===== src/rtl/conv_1d_if.sv =====
// conv_1d_if -- sample/result bus of the 1-D convolution engine.
//   feature : unsigned feature sample (4 bits), source -> engine
//   filter  : unsigned filter tap (4 bits), source -> engine
//   stride  : window step (4 bits), source -> engine
//   pad     : zero padding per side (4 bits), source -> engine
//   out     : convolution result modulo 256 (8 bits), engine -> sink
//   check   : result strobe, engine -> sink
// modport master: sample source / test driver; modport slave: the engine.
interface conv_1d_if;
  logic [3:0] feature;
  logic [3:0] filter;
  logic [3:0] stride;
  logic [3:0] pad;
  logic [7:0] out;
  logic       check;

  modport master (output feature, output filter, output stride, output pad,
                  input out, input check);
  modport slave  (input feature, input filter, input stride, input pad,
                  output out, output check);
endinterface


===== src/rtl/conv_1d.sv =====
// conv_1d -- streaming 1-D correlation engine, one job per reset.
// Loads FEAT_LEN feature samples and then FILT_LEN filter taps, one sample
// every SAMPLE_DIV clocks, zero-pads the feature by `pad` on each side and
// emits one result per clock for every kernel window position.
// Ports:
//   clk : rising-edge clock
//   rst : asynchronous active-high reset, restarts the job
//   bus : conv_1d_if.slave (feature/filter/stride/pad in, out/check out)
module conv_1d #(
  parameter int FEAT_LEN   = 3,
  parameter int FILT_LEN   = 2,
  parameter int SAMPLE_DIV = 2
) (
  input  logic         clk,
  input  logic         rst,
  conv_1d_if.slave     bus
);

  localparam int SLOT_W  = (SAMPLE_DIV > 1) ? $clog2(SAMPLE_DIV) : 1;
  localparam int XI_W    = (FEAT_LEN > 1) ? $clog2(FEAT_LEN) : 1;
  localparam int WI_W    = (FILT_LEN > 1) ? $clog2(FILT_LEN) : 1;
  // Buffers are sized to a power of two so any index value is in range.
  localparam int X_DEPTH = 2 ** XI_W;
  localparam int W_DEPTH = 2 ** WI_W;

  localparam logic [1:0] LOAD_FEAT = 2'd0;
  localparam logic [1:0] LOAD_FILT = 2'd1;
  localparam logic [1:0] COMPUTE   = 2'd2;
  localparam logic [1:0] DONE      = 2'd3;

  logic [1:0]        r_state;
  logic [SLOT_W-1:0] r_slot;
  logic [3:0]        r_idx;
  logic [3:0]        r_feat [X_DEPTH];
  logic [3:0]        r_tap  [W_DEPTH];
  logic [3:0]        r_pad;
  logic [3:0]        r_stride;
  // Start of the current window within the padded vector.
  logic [6:0]        r_pos;
  logic [7:0]        r_out;
  logic              r_check;

  logic              w_slot_last;
  logic [6:0]        w_plen;
  logic              w_win_ok;
  logic [7:0]        w_prod [FILT_LEN];
  logic [11:0]       w_sum;

  assign w_slot_last = (r_slot == SLOT_W'(SAMPLE_DIV - 1));
  assign w_plen      = 7'(FEAT_LEN) + {2'b00, r_pad, 1'b0};
  // Window positions are walked incrementally, so the output count never
  // needs a divider: the job ends when the window would overrun the padding.
  assign w_win_ok    = (r_pos + 7'(FILT_LEN)) <= w_plen;

  // One multiplier per tap; the padded sample is zero outside the feature.
  for (genvar gi = 0; gi < FILT_LEN; gi++) begin : g_tap
    logic [6:0] w_abs;
    logic [6:0] w_rel;
    logic [3:0] w_samp;

    assign w_abs = r_pos + 7'(gi);
    assign w_rel = w_abs - {3'b000, r_pad};

    always_comb begin
      w_samp = 4'd0;
      if ((w_abs >= {3'b000, r_pad}) && (w_rel < 7'(FEAT_LEN)))
        w_samp = r_feat[w_rel[XI_W-1:0]];
    end

    assign w_prod[gi] = {4'b0000, w_samp} * {4'b0000, r_tap[gi]};
  end

  always_comb begin
    w_sum = '0;
    for (int k = 0; k < FILT_LEN; k++)
      w_sum = w_sum + {4'b0000, w_prod[k]};
  end

  always_ff @(posedge clk or posedge rst) begin
    if (rst) begin
      r_state  <= LOAD_FEAT;
      r_slot   <= '0;
      r_idx    <= '0;
      r_pad    <= '0;
      r_stride <= '0;
      r_pos    <= '0;
      r_out    <= '0;
      r_check  <= 1'b0;
      for (int i = 0; i < X_DEPTH; i++) r_feat[i] <= '0;
      for (int i = 0; i < W_DEPTH; i++) r_tap[i]  <= '0;
    end else begin
      case (r_state)
        LOAD_FEAT: begin
          r_slot <= w_slot_last ? '0 : r_slot + SLOT_W'(1);
          if (w_slot_last) begin
            r_feat[r_idx[XI_W-1:0]] <= bus.feature;
            // Job geometry is frozen at the very first capture.
            if (r_idx == 4'd0) begin
              r_pad    <= bus.pad;
              r_stride <= (bus.stride == 4'd0) ? 4'd1 : bus.stride;
            end
            if (r_idx == 4'(FEAT_LEN - 1)) begin
              r_idx   <= '0;
              r_state <= LOAD_FILT;
            end else begin
              r_idx <= r_idx + 4'd1;
            end
          end
        end
        LOAD_FILT: begin
          r_slot <= w_slot_last ? '0 : r_slot + SLOT_W'(1);
          if (w_slot_last) begin
            r_tap[r_idx[WI_W-1:0]] <= bus.filter;
            if (r_idx == 4'(FILT_LEN - 1)) begin
              r_idx   <= '0;
              r_pos   <= '0;
              r_state <= COMPUTE;
            end else begin
              r_idx <= r_idx + 4'd1;
            end
          end
        end
        COMPUTE: begin
          if (w_win_ok) begin
            r_out   <= w_sum[7:0];
            r_check <= 1'b1;
            r_pos   <= r_pos + {3'b000, r_stride};
          end else begin
            r_check <= 1'b0;
            r_state <= DONE;
          end
        end
        default: begin
          r_check <= 1'b0;
        end
      endcase
    end
  end

  assign bus.out   = r_out;
  assign bus.check = r_check;

endmodule


===== src/flat_wrapper.sv =====
// flat-port wrapper written by rule: the top's interface ports become plain ports
module conv_1d_flat 
#(
  parameter int FEAT_LEN   = 3,
  parameter int FILT_LEN   = 2,
  parameter int SAMPLE_DIV = 2
)
  (clk, rst, bus_feature, bus_filter, bus_stride, bus_pad, bus_out, bus_check);
  conv_1d_if bus_i ();
  input  logic clk;
  input  logic rst;
  input wire logic [$bits(bus_i.feature)-1:0] bus_feature;
  input wire logic [$bits(bus_i.filter)-1:0] bus_filter;
  input wire logic [$bits(bus_i.stride)-1:0] bus_stride;
  input wire logic [$bits(bus_i.pad)-1:0] bus_pad;
  output wire logic [$bits(bus_i.out)-1:0] bus_out;
  output wire logic [$bits(bus_i.check)-1:0] bus_check;
  assign bus_i.feature = bus_feature;
  assign bus_i.filter = bus_filter;
  assign bus_i.stride = bus_stride;
  assign bus_i.pad = bus_pad;
  assign bus_out = bus_i.out;
  assign bus_check = bus_i.check;
  conv_1d #(.FEAT_LEN(FEAT_LEN), .FILT_LEN(FILT_LEN), .SAMPLE_DIV(SAMPLE_DIV)) u_core (.clk(clk), .rst(rst), .bus(bus_i));
endmodule

===== config.mk =====
export PLATFORM = sky130hd
export DESIGN_NAME = conv_1d_flat
export DESIGN_NICKNAME = d
export VERILOG_FILES = /design/src/rtl/conv_1d_if.sv /design/src/rtl/conv_1d.sv /design/src/flat_wrapper.sv
export SDC_FILE = /design/constraint.sdc
export NUM_CORES = 1
export LEC_CHECK = 0
export CORE_MARGIN = 5
export CORE_UTILIZATION = 45
export DETAILED_ROUTE_END_ITERATION = 10
export GPL_ROUTABILITY_DRIVEN = 1
export HOLD_SLACK_MARGIN = 0.1
export MAX_ROUTING_LAYER = met4
export SLEW_MARGIN = 20
export SYNTH_ARGS = -nofsm -noshare
export SYNTH_HDL_FRONTEND = slang
export SYNTH_SLANG_ARGS = --single-unit

===== constraint.sdc =====
create_clock -name clk -period 14.8 [get_ports clk]
set_input_delay 2.22 -clock clk [delete_from_list [all_inputs] [get_ports clk]]
set_output_delay 2.22 -clock clk [all_outputs]
set_load 0.05 [all_outputs]

==> results of run 1 <==
[tightest hold or removal path: cells and delay by family (launching register included)]
family	cells	cell delay, ns
DFF	1	0.35
and+or+nand+nor	1	0.04
AOI/OAI and AO/OA	1	0.06
[cell usage after synthesis, types with 2 or more instances]
master | count | share of area (%)
nor3b_1 | 2 | 0.34
and3_1 | 19 | 2.7
dfrtp_1 | 55 | 32
nand3_1 | 19 | 2.2
a211oi_1 | 4 | 0.69
xnor2_1 | 11 | 2.2
nand4b_1 | 2 | 0.40
a21o_1 | 5 | 0.86
nor3_1 | 5 | 0.57
mux4_2 | 4 | 2.1
mux2i_1 | 4 | 0.92
and3_2 | 6 | 1.0
buf_6 | 5 | 1.3
nand4_1 | 4 | 0.57
nor2b_1 | 6 | 0.86
nand2_1 | 14 | 1.2
mux4_1 | 2 | 1.2
a21oi_1 | 7 | 0.80
o21a_1 | 2 | 0.34
o21ai_0 | 15 | 1.7
a21boi_0 | 3 | 0.52
xor2_1 | 8 | 1.6
fa_1 | 21 | 9.6
o211ai_1 | 2 | 0.34
buf_4 | 6 | 1.0
nor2_1 | 10 | 0.86
ha_1 | 43 | 12
inv_1 | 47 | 4.0
a211o_1 | 2 | 0.40
nand2_2 | 2 | 0.29
or4_1 | 3 | 0.52
mux2_2 | 36 | 9.3
a22o_1 | 5 | 1.0
o22ai_1 | 2 | 0.29
[cells by family after synthesis]
family	count (synthesis)	share of synthesized area [%]
DFF	55	31.6
xor gates and xnor gates	19	3.82
adders and majority gates	64	22.0
and+or+nand+nor	96	12.5
AOI/OAI and AO/OA	57	9.64
muxes	47	14.1
buffers and inverters	59	6.46
[cell type report]
type	count	area, um^2
clock buffers	7	96.3
multi-input cells	283	2700
repair buffers	27	268
flip-flops and latches	55	1380
fillers	919	4800
clock inverters	1	7.51
well taps	133	166
inverters	47	176
[sequential cells by signal, summed over array words and instances (netlist names)]
name / cells
u_core.bus.check: 1
u_core.bus.out: 8
u_core.r_feat: 16
u_core.r_idx: 4
u_core.r_pad: 4
u_core.r_pos: 7
u_core.r_slot: 1
u_core.r_state: 2
u_core.r_stride: 4
u_core.r_tap: 8
[power groups by stage]
stage	Combinational, mW	Sequential (mW)	Clock, mW
finish	0.489	0.283	0.0912
global route	0.552	0.295	0.0981
CTS	0.494	0.284	0.0944
detailed placement	0.491	0.286	0
global placement	0.482	0.283	0
floorplan	0.399	0.272	0
[per-stage QoR]
step / hold WS, ns / setup WS [ns] / instances / total power [mW]
after global placement: 0.465 / 8.92 / 545 / 0.765
after detailed placement: 0.470 / 8.77 / 545 / 0.777
after global routing: 0.540 / 8.32 / 553 / 0.944
final: 0.487 / 8.77 / 553 / 0.862
after CTS: 0.493 / 8.74 / 553 / 0.872
after floorplan: 0.454 / 9.13 / 397 / 0.671
[worst max-delay path by stage]
stage,slack [ns],from,endpoint
finish,8.77,u_core.r_pos[1],u_core.bus.out[7]
global route,8.32,u_core.r_pos[1],u_core.bus.out[7]
CTS,8.74,u_core.r_pos[1],u_core.bus.out[6]
detailed placement,8.77,u_core.r_pos[1],u_core.bus.out[6]
global placement,8.92,u_core.r_pos[1],u_core.bus.out[7]
floorplan,9.13,u_core.r_pos[1],u_core.bus.out[6]
[routing by layer]
layer	vias to the layer above	global-route usage (%)	wire (um)	part of all wire, %
li1	1455	-	-	-
met1	1454	21.1	3840	46
met2	59	25.6	4050	49
met3	9	1.91	335	4.0
met4	0	3.79	96	1.2
met5	-	-	0	0
==> flow_summary.json, run 1 <==
{
  "cts-buffers-inserted": 5,
  "yosysSeqAreaShare_pct": 31.6,
  "hold_buffers": 0,
  "ff2ff_path_depth": 20,
  "arrival_ns": 6.20,
  "vdd_drop_max_v": 0.0000801,
  "max_freq_mhz": 166,
  "core_mm2": 0.00959,
  "crit_type": "reg -> reg",
  "start_util_pct": 45.4,
  "final_cell_mix": "dfrtp_1 (55), inv_1 (46), ha_1 (43), mux2_2 (36), clkdlybuf4s50_1 (26)",
  "avgRoutedWirePerCell_um": 15.1,
  "required_ns": 14.96,
  "clockPowerShare_pct": 10.6,
  "diodes": 0,
  "rsz0062_at_grt": "no",
  "crit_top_cell": "fa_1",
  "synthFlopType": "dfrtp_1",
  "slew_violations": 0,
  "grt_pass1_wl_um": 14200,
  "fin_worst_skew_ns": 0.0132,
  "power.switching_mw": 0.375,
  "cp-end-kind": "register",
  "worstPathMaxFanout": 16,
  "syn_avg_cell_area_um2": 11.0,
  "die_height_um": 108,
  "fin_setup_tns_ns": 0,
  "swShare_pct": 43.5,
  "cap_viol_max_count": 0,
  "status": "completed",
  "drtIter0Drc": 107,
  "layout_commonest_cell": "dfrtp_1",
  "finalCritPeriodShare_pct": 40.8,
  "cp_slowest_cell": "fa_1",
  "root_buffer": "clkbuf_8",
  "final_util_pct": 50.0,
  "synth_edf_count": 0,
  "overflow": 0,
  "dr.pass1.iters": 4,
  "antenna_found_initial": 0,
  "layout.nets": 501,
  "ant_nets": 0,
  "cpPeakStageDelay_ns": 0.65,
  "p_leak_nw": 2.25,
  "rows": 36,
  "clock_sinks": 55,
  "min_to": "u_core.bus.out[5]",
  "dpl-instance-area_mm2": 0.00469,
  "start_kind": "register",
  "die-area_mm2": 0.0118,
  "internal_power_mw": 0.487,
  "cts-resized-gates": 0,
  "pwr_density_cell_mw_per_mm2": 180,
  "place.gp.congestion": 0.863,
  "synth_nets": 479,
  "ys_warn_count": 0,
  "hp-start": "u_core.bus.out[5]",
  "drt_wl_total_um": 8320,
  "grt_max_degree": 56,
  "hpwl_um": 6710,
  "r2r-start": "u_core.r_pos[1]",
  "cts_tree": "done",
  "grt_usage_pct": 15.8,
  "crit_buf_inv": 4,
  "hold_path.class": "reg -> reg",
  "ff2ff_setup_slack_ns": 8.77,
  "final-setup-viol-count": 0,
  "drive_gt1_share_pct": 16.0,
  "worstReg2RegEnd": "u_core.bus.out[7]",
  "synth-seq-cells": 55,
  "design_area_mm2": 0.00479,
  "crit_family": "adder cells",
  "period_minus_slack_ns": 6.03,
  "fp.dieW_um": 108,
  "ys_types": 50,
  "clk_latency_ns": 0.31,
  "syn2layout_area_growth_pct": 9.93,
  "numPortBuffers": 26,
  "io_pins": 27,
  "num_vias": 2977,
  "htree_levels": 2,
  "hold_violations": 0,
  "clockBufferDepth": 2,
  "syn-cell-area_mm2": 0.00436,
  "vias_per_cell": 5.38,
  "first_global_vias": 2936,
  "drc": 0,
  "postCtsSetupBuffers": 0,
  "seqPwrFrac_pct": 32.8,
  "slew_headroom_pct": 35.4,
  "async_flop_share_pct": 100,
  "tightest_slew_ns": 0.962,
  "combPwrFrac_pct": 56.6,
  "worstPathCellList": "ha_1 -> inv_1 -> fa_1 -> o22ai_1 -> nor4b_2 -> o221a_2 -> nand3_1 -> fa_1 -> fa_1 -> inv_1 -> fa_1 -> inv_1 -> fa_1 -> inv_1 -> ha_1 -> a211oi_1 -> o21bai_1 -> a21oi_1 -> xnor2_1 -> o21ai_0",
  "min_path_cells": 2,
  "clk_pin_slew_ns": 0.10,
  "syn_inst": 397,
  "worst-path-stages": 20
}
Power figures use the tool's default switching activity.
==> inputs of run 2 (changes only) <==
Clock period 14.8 ns to 5.62 ns, I/O delays scaled along.
==> flow_summary.json, run 2 (same netlist as run 1, synthesis figures left out) <==
{
  "status": "completed",
  "clk_latency_ns": 0.31,
  "cpPeakStageDelay_ns": 0.66,
  "cts-buffers-inserted": 5,
  "max_freq_mhz": 180,
  "min_path_cells": 2,
  "pwr_density_cell_mw_per_mm2": 506,
  "final-setup-viol-count": 0,
  "clock_sinks": 55,
  "cp-endpoint": "u_core.bus.out[7]",
  "final_util_pct": 53.7,
  "dp.cells": 560,
  "required_ns": 5.80,
  "layout_commonest_cell": "dfrtp_1",
  "combPwrFrac_pct": 59.3,
  "dpl-instance-area_mm2": 0.00481,
  "hold_violations": 0,
  "io_pins": 27,
  "cts_tree": "done",
  "antenna_found_initial": 0,
  "num_vias": 3096,
  "overflow": 0,
  "clockBufferDepth": 2,
  "worstPathCellList": "inv_1 -> ha_2 -> inv_2 -> fa_2 -> mux4_4 -> and3_4 -> fa_1 -> inv_2 -> fa_1 -> inv_2 -> fa_1 -> inv_2 -> fa_1 -> inv_2 -> ha_4 -> a211oi_2 -> o21bai_1 -> a21oi_1 -> xnor2_1 -> o21ai_1",
  "drt_wl_total_um": 9260,
  "hold_buffers": 0,
  "grt_pass1_wl_um": 15300,
  "cap_viol_max_count": 0,
  "vdd_drop_max_v": 0.000222,
  "vias_per_cell": 5.34,
  "clockPowerShare_pct": 12.1,
  "dr.pass1.iters": 4,
  "drc": 0,
  "p_leak_nw": 2.39,
  "diodes": 0,
  "cp-end-kind": "register",
  "slew_headroom_pct": 34.3,
  "grt_usage_pct": 16.8,
  "layout.cells.non_filler": 580,
  "largest-register": "u_core.r_feat",
  "tightest_slew_ns": 0.978,
  "die_height_um": 108,
  "ant_nets": 0,
  "rsz0062_at_grt": "yes",
  "seqPwrFrac_pct": 28.6,
  "cp_slowest_cell": "mux4_4",
  "internal_power_mw": 1.51,
  "core_mm2": 0.00959,
  "crit_top_cell": "inv_2",
  "r2r-start": "u_core.r_pos[0]",
  "syn2layout_area_growth_pct": 18.2,
  "worstReg2RegEnd": "u_core.bus.out[7]",
  "drive_gt1_share_pct": 26.8,
  "setup.worst_path.start": "u_core.r_pos[0]",
  "first_global_vias": 3099,
  "design_area_mm2": 0.00515,
  "worst_slack_ns": 0.0700,
  "arrival_ns": 5.73,
  "dp_worst_setup_slack_ns": -0.119,
  "fp.dieW_um": 108,
  "ff2ff_path_depth": 20,
  "root_buffer": "clkbuf_8",
  "crit_type": "reg -> reg",
  "place.gp.congestion": 0.809,
  "hold_path.class": "reg -> reg",
  "rows": 36,
  "ff2ff_setup_slack_ns": 0.07,
  "finalCritPeriodShare_pct": 98.8,
  "slew_violations": 0,
  "start_kind": "register",
  "start_util_pct": 45.4,
  "worstPathMaxFanout": 4,
  "hpwl_um": 7130,
  "numPortBuffers": 26,
  "power.switching_mw": 1.10,
  "htree_levels": 2,
  "final_cell_mix": "dfrtp_1 (53), inv_1 (41), mux2_2 (36), ha_1 (36)",
  "grt_max_degree": 56,
  "drtIter0Drc": 95,
  "avgRoutedWirePerCell_um": 16.0,
  "clk_pin_slew_ns": 0.11,
  "die-area_mm2": 0.0118,
  "period_minus_slack_ns": 5.55,
  "fin_worst_skew_ns": 0.0142,
  "swShare_pct": 42.1,
  "layout.nets": 528,
  "largest_reg_flops": 16
}
-- run 2: changes by cell type in the layout (fill, tap and decap cells not counted), sizes merged --
cell | before | now
bufinv | 0 | 2
clkbuf | 7 | 6
buf | 1 | 27
o221a | 1 | 2
clkinvlp | 1 | 0
-- run 2: worst min path at each step --
stage,from,to,slack (ns)
2_1_floorplan,u_core.r_stride[0],u_core.r_stride[0],0.45
3_3_place_gp,u_core.bus.out[5],u_core.bus.out[5],0.46
3_5_place_dp,u_core.bus.out[5],u_core.bus.out[5],0.47
4_1_cts,u_core.bus.out[5],u_core.bus.out[5],0.50
5_1_grt,u_core.bus.out[3],u_core.bus.out[3],0.54
6_report,u_core.bus.out[5],u_core.bus.out[5],0.49
-- run 2: final cells by class --
cell class / instances / area, um^2
flip-flops and latches: 55 / 1380
fillers: 851 / 4440
well taps: 133 / 166
repair buffers: 53 / 467
multi-input cells: 284 / 2830
inverters: 47 / 176
clock buffers: 6 / 72.6
clock inverters: 2 / 60.1
-- run 2: per-stage QoR --
| stage | hold WS, ns | power, mW | setup TNS (ns) |
|---|---|---|---|
| after detailed placement | 0.471 | 2.14 | -0.170 |
| after CTS | 0.496 | 2.51 | -0.0193 |
| after global routing | 0.535 | 2.83 | -0.217 |
| final | 0.494 | 2.61 | 0 |
| after floorplan | 0.454 | 1.77 | 0 |
| after global placement | 0.463 | 2.10 | 0 |
-- run 2: power by group through the flow --
stage          registers (mW)  logic [mW]  clock network [mW]
2_1_floorplan           0.717        1.05                   0
3_3_place_gp            0.739        1.36                   0
3_5_place_dp            0.748        1.39                   0
4_1_cts                 0.738        1.45               0.325
5_1_grt                 0.770        1.72               0.345
6_report                0.744        1.55               0.316
-- run 2: repair_timing --
item / CTS / global route
pin swaps: 4 / 23
gates resized for setup: 5 / 27
endpoints found under the setup margin: 2 / 5
endpoints found under the hold margin: 0 / 0
gates cloned: 1 / 0
buffers inserted: 5 / 6
-- run 2: per-layer routing --
| metal | track usage [%] | part of all wire (%) | vias up |
|---|---|---|---|
| li1 | - | - | 1509 |
| met1 | 21.5 | 45 | 1536 |
| met2 | 28.9 | 51 | 45 |
| met3 | 2.15 | 3.0 | 6 |
| met4 | 3.25 | 0.81 | 0 |
| met5 | - | 0 | - |
-- run 2: worst max-delay path: cells and delay by family, from the launching register on --
kind,cells,cell delay (ns)
simple gates,1,0.21
mux,1,0.66
fa+ha+maj,7,3.04
xor+xnor,1,0.14
buf+inv,6,0.30
compound gates,4,0.60
flops,1,0.45
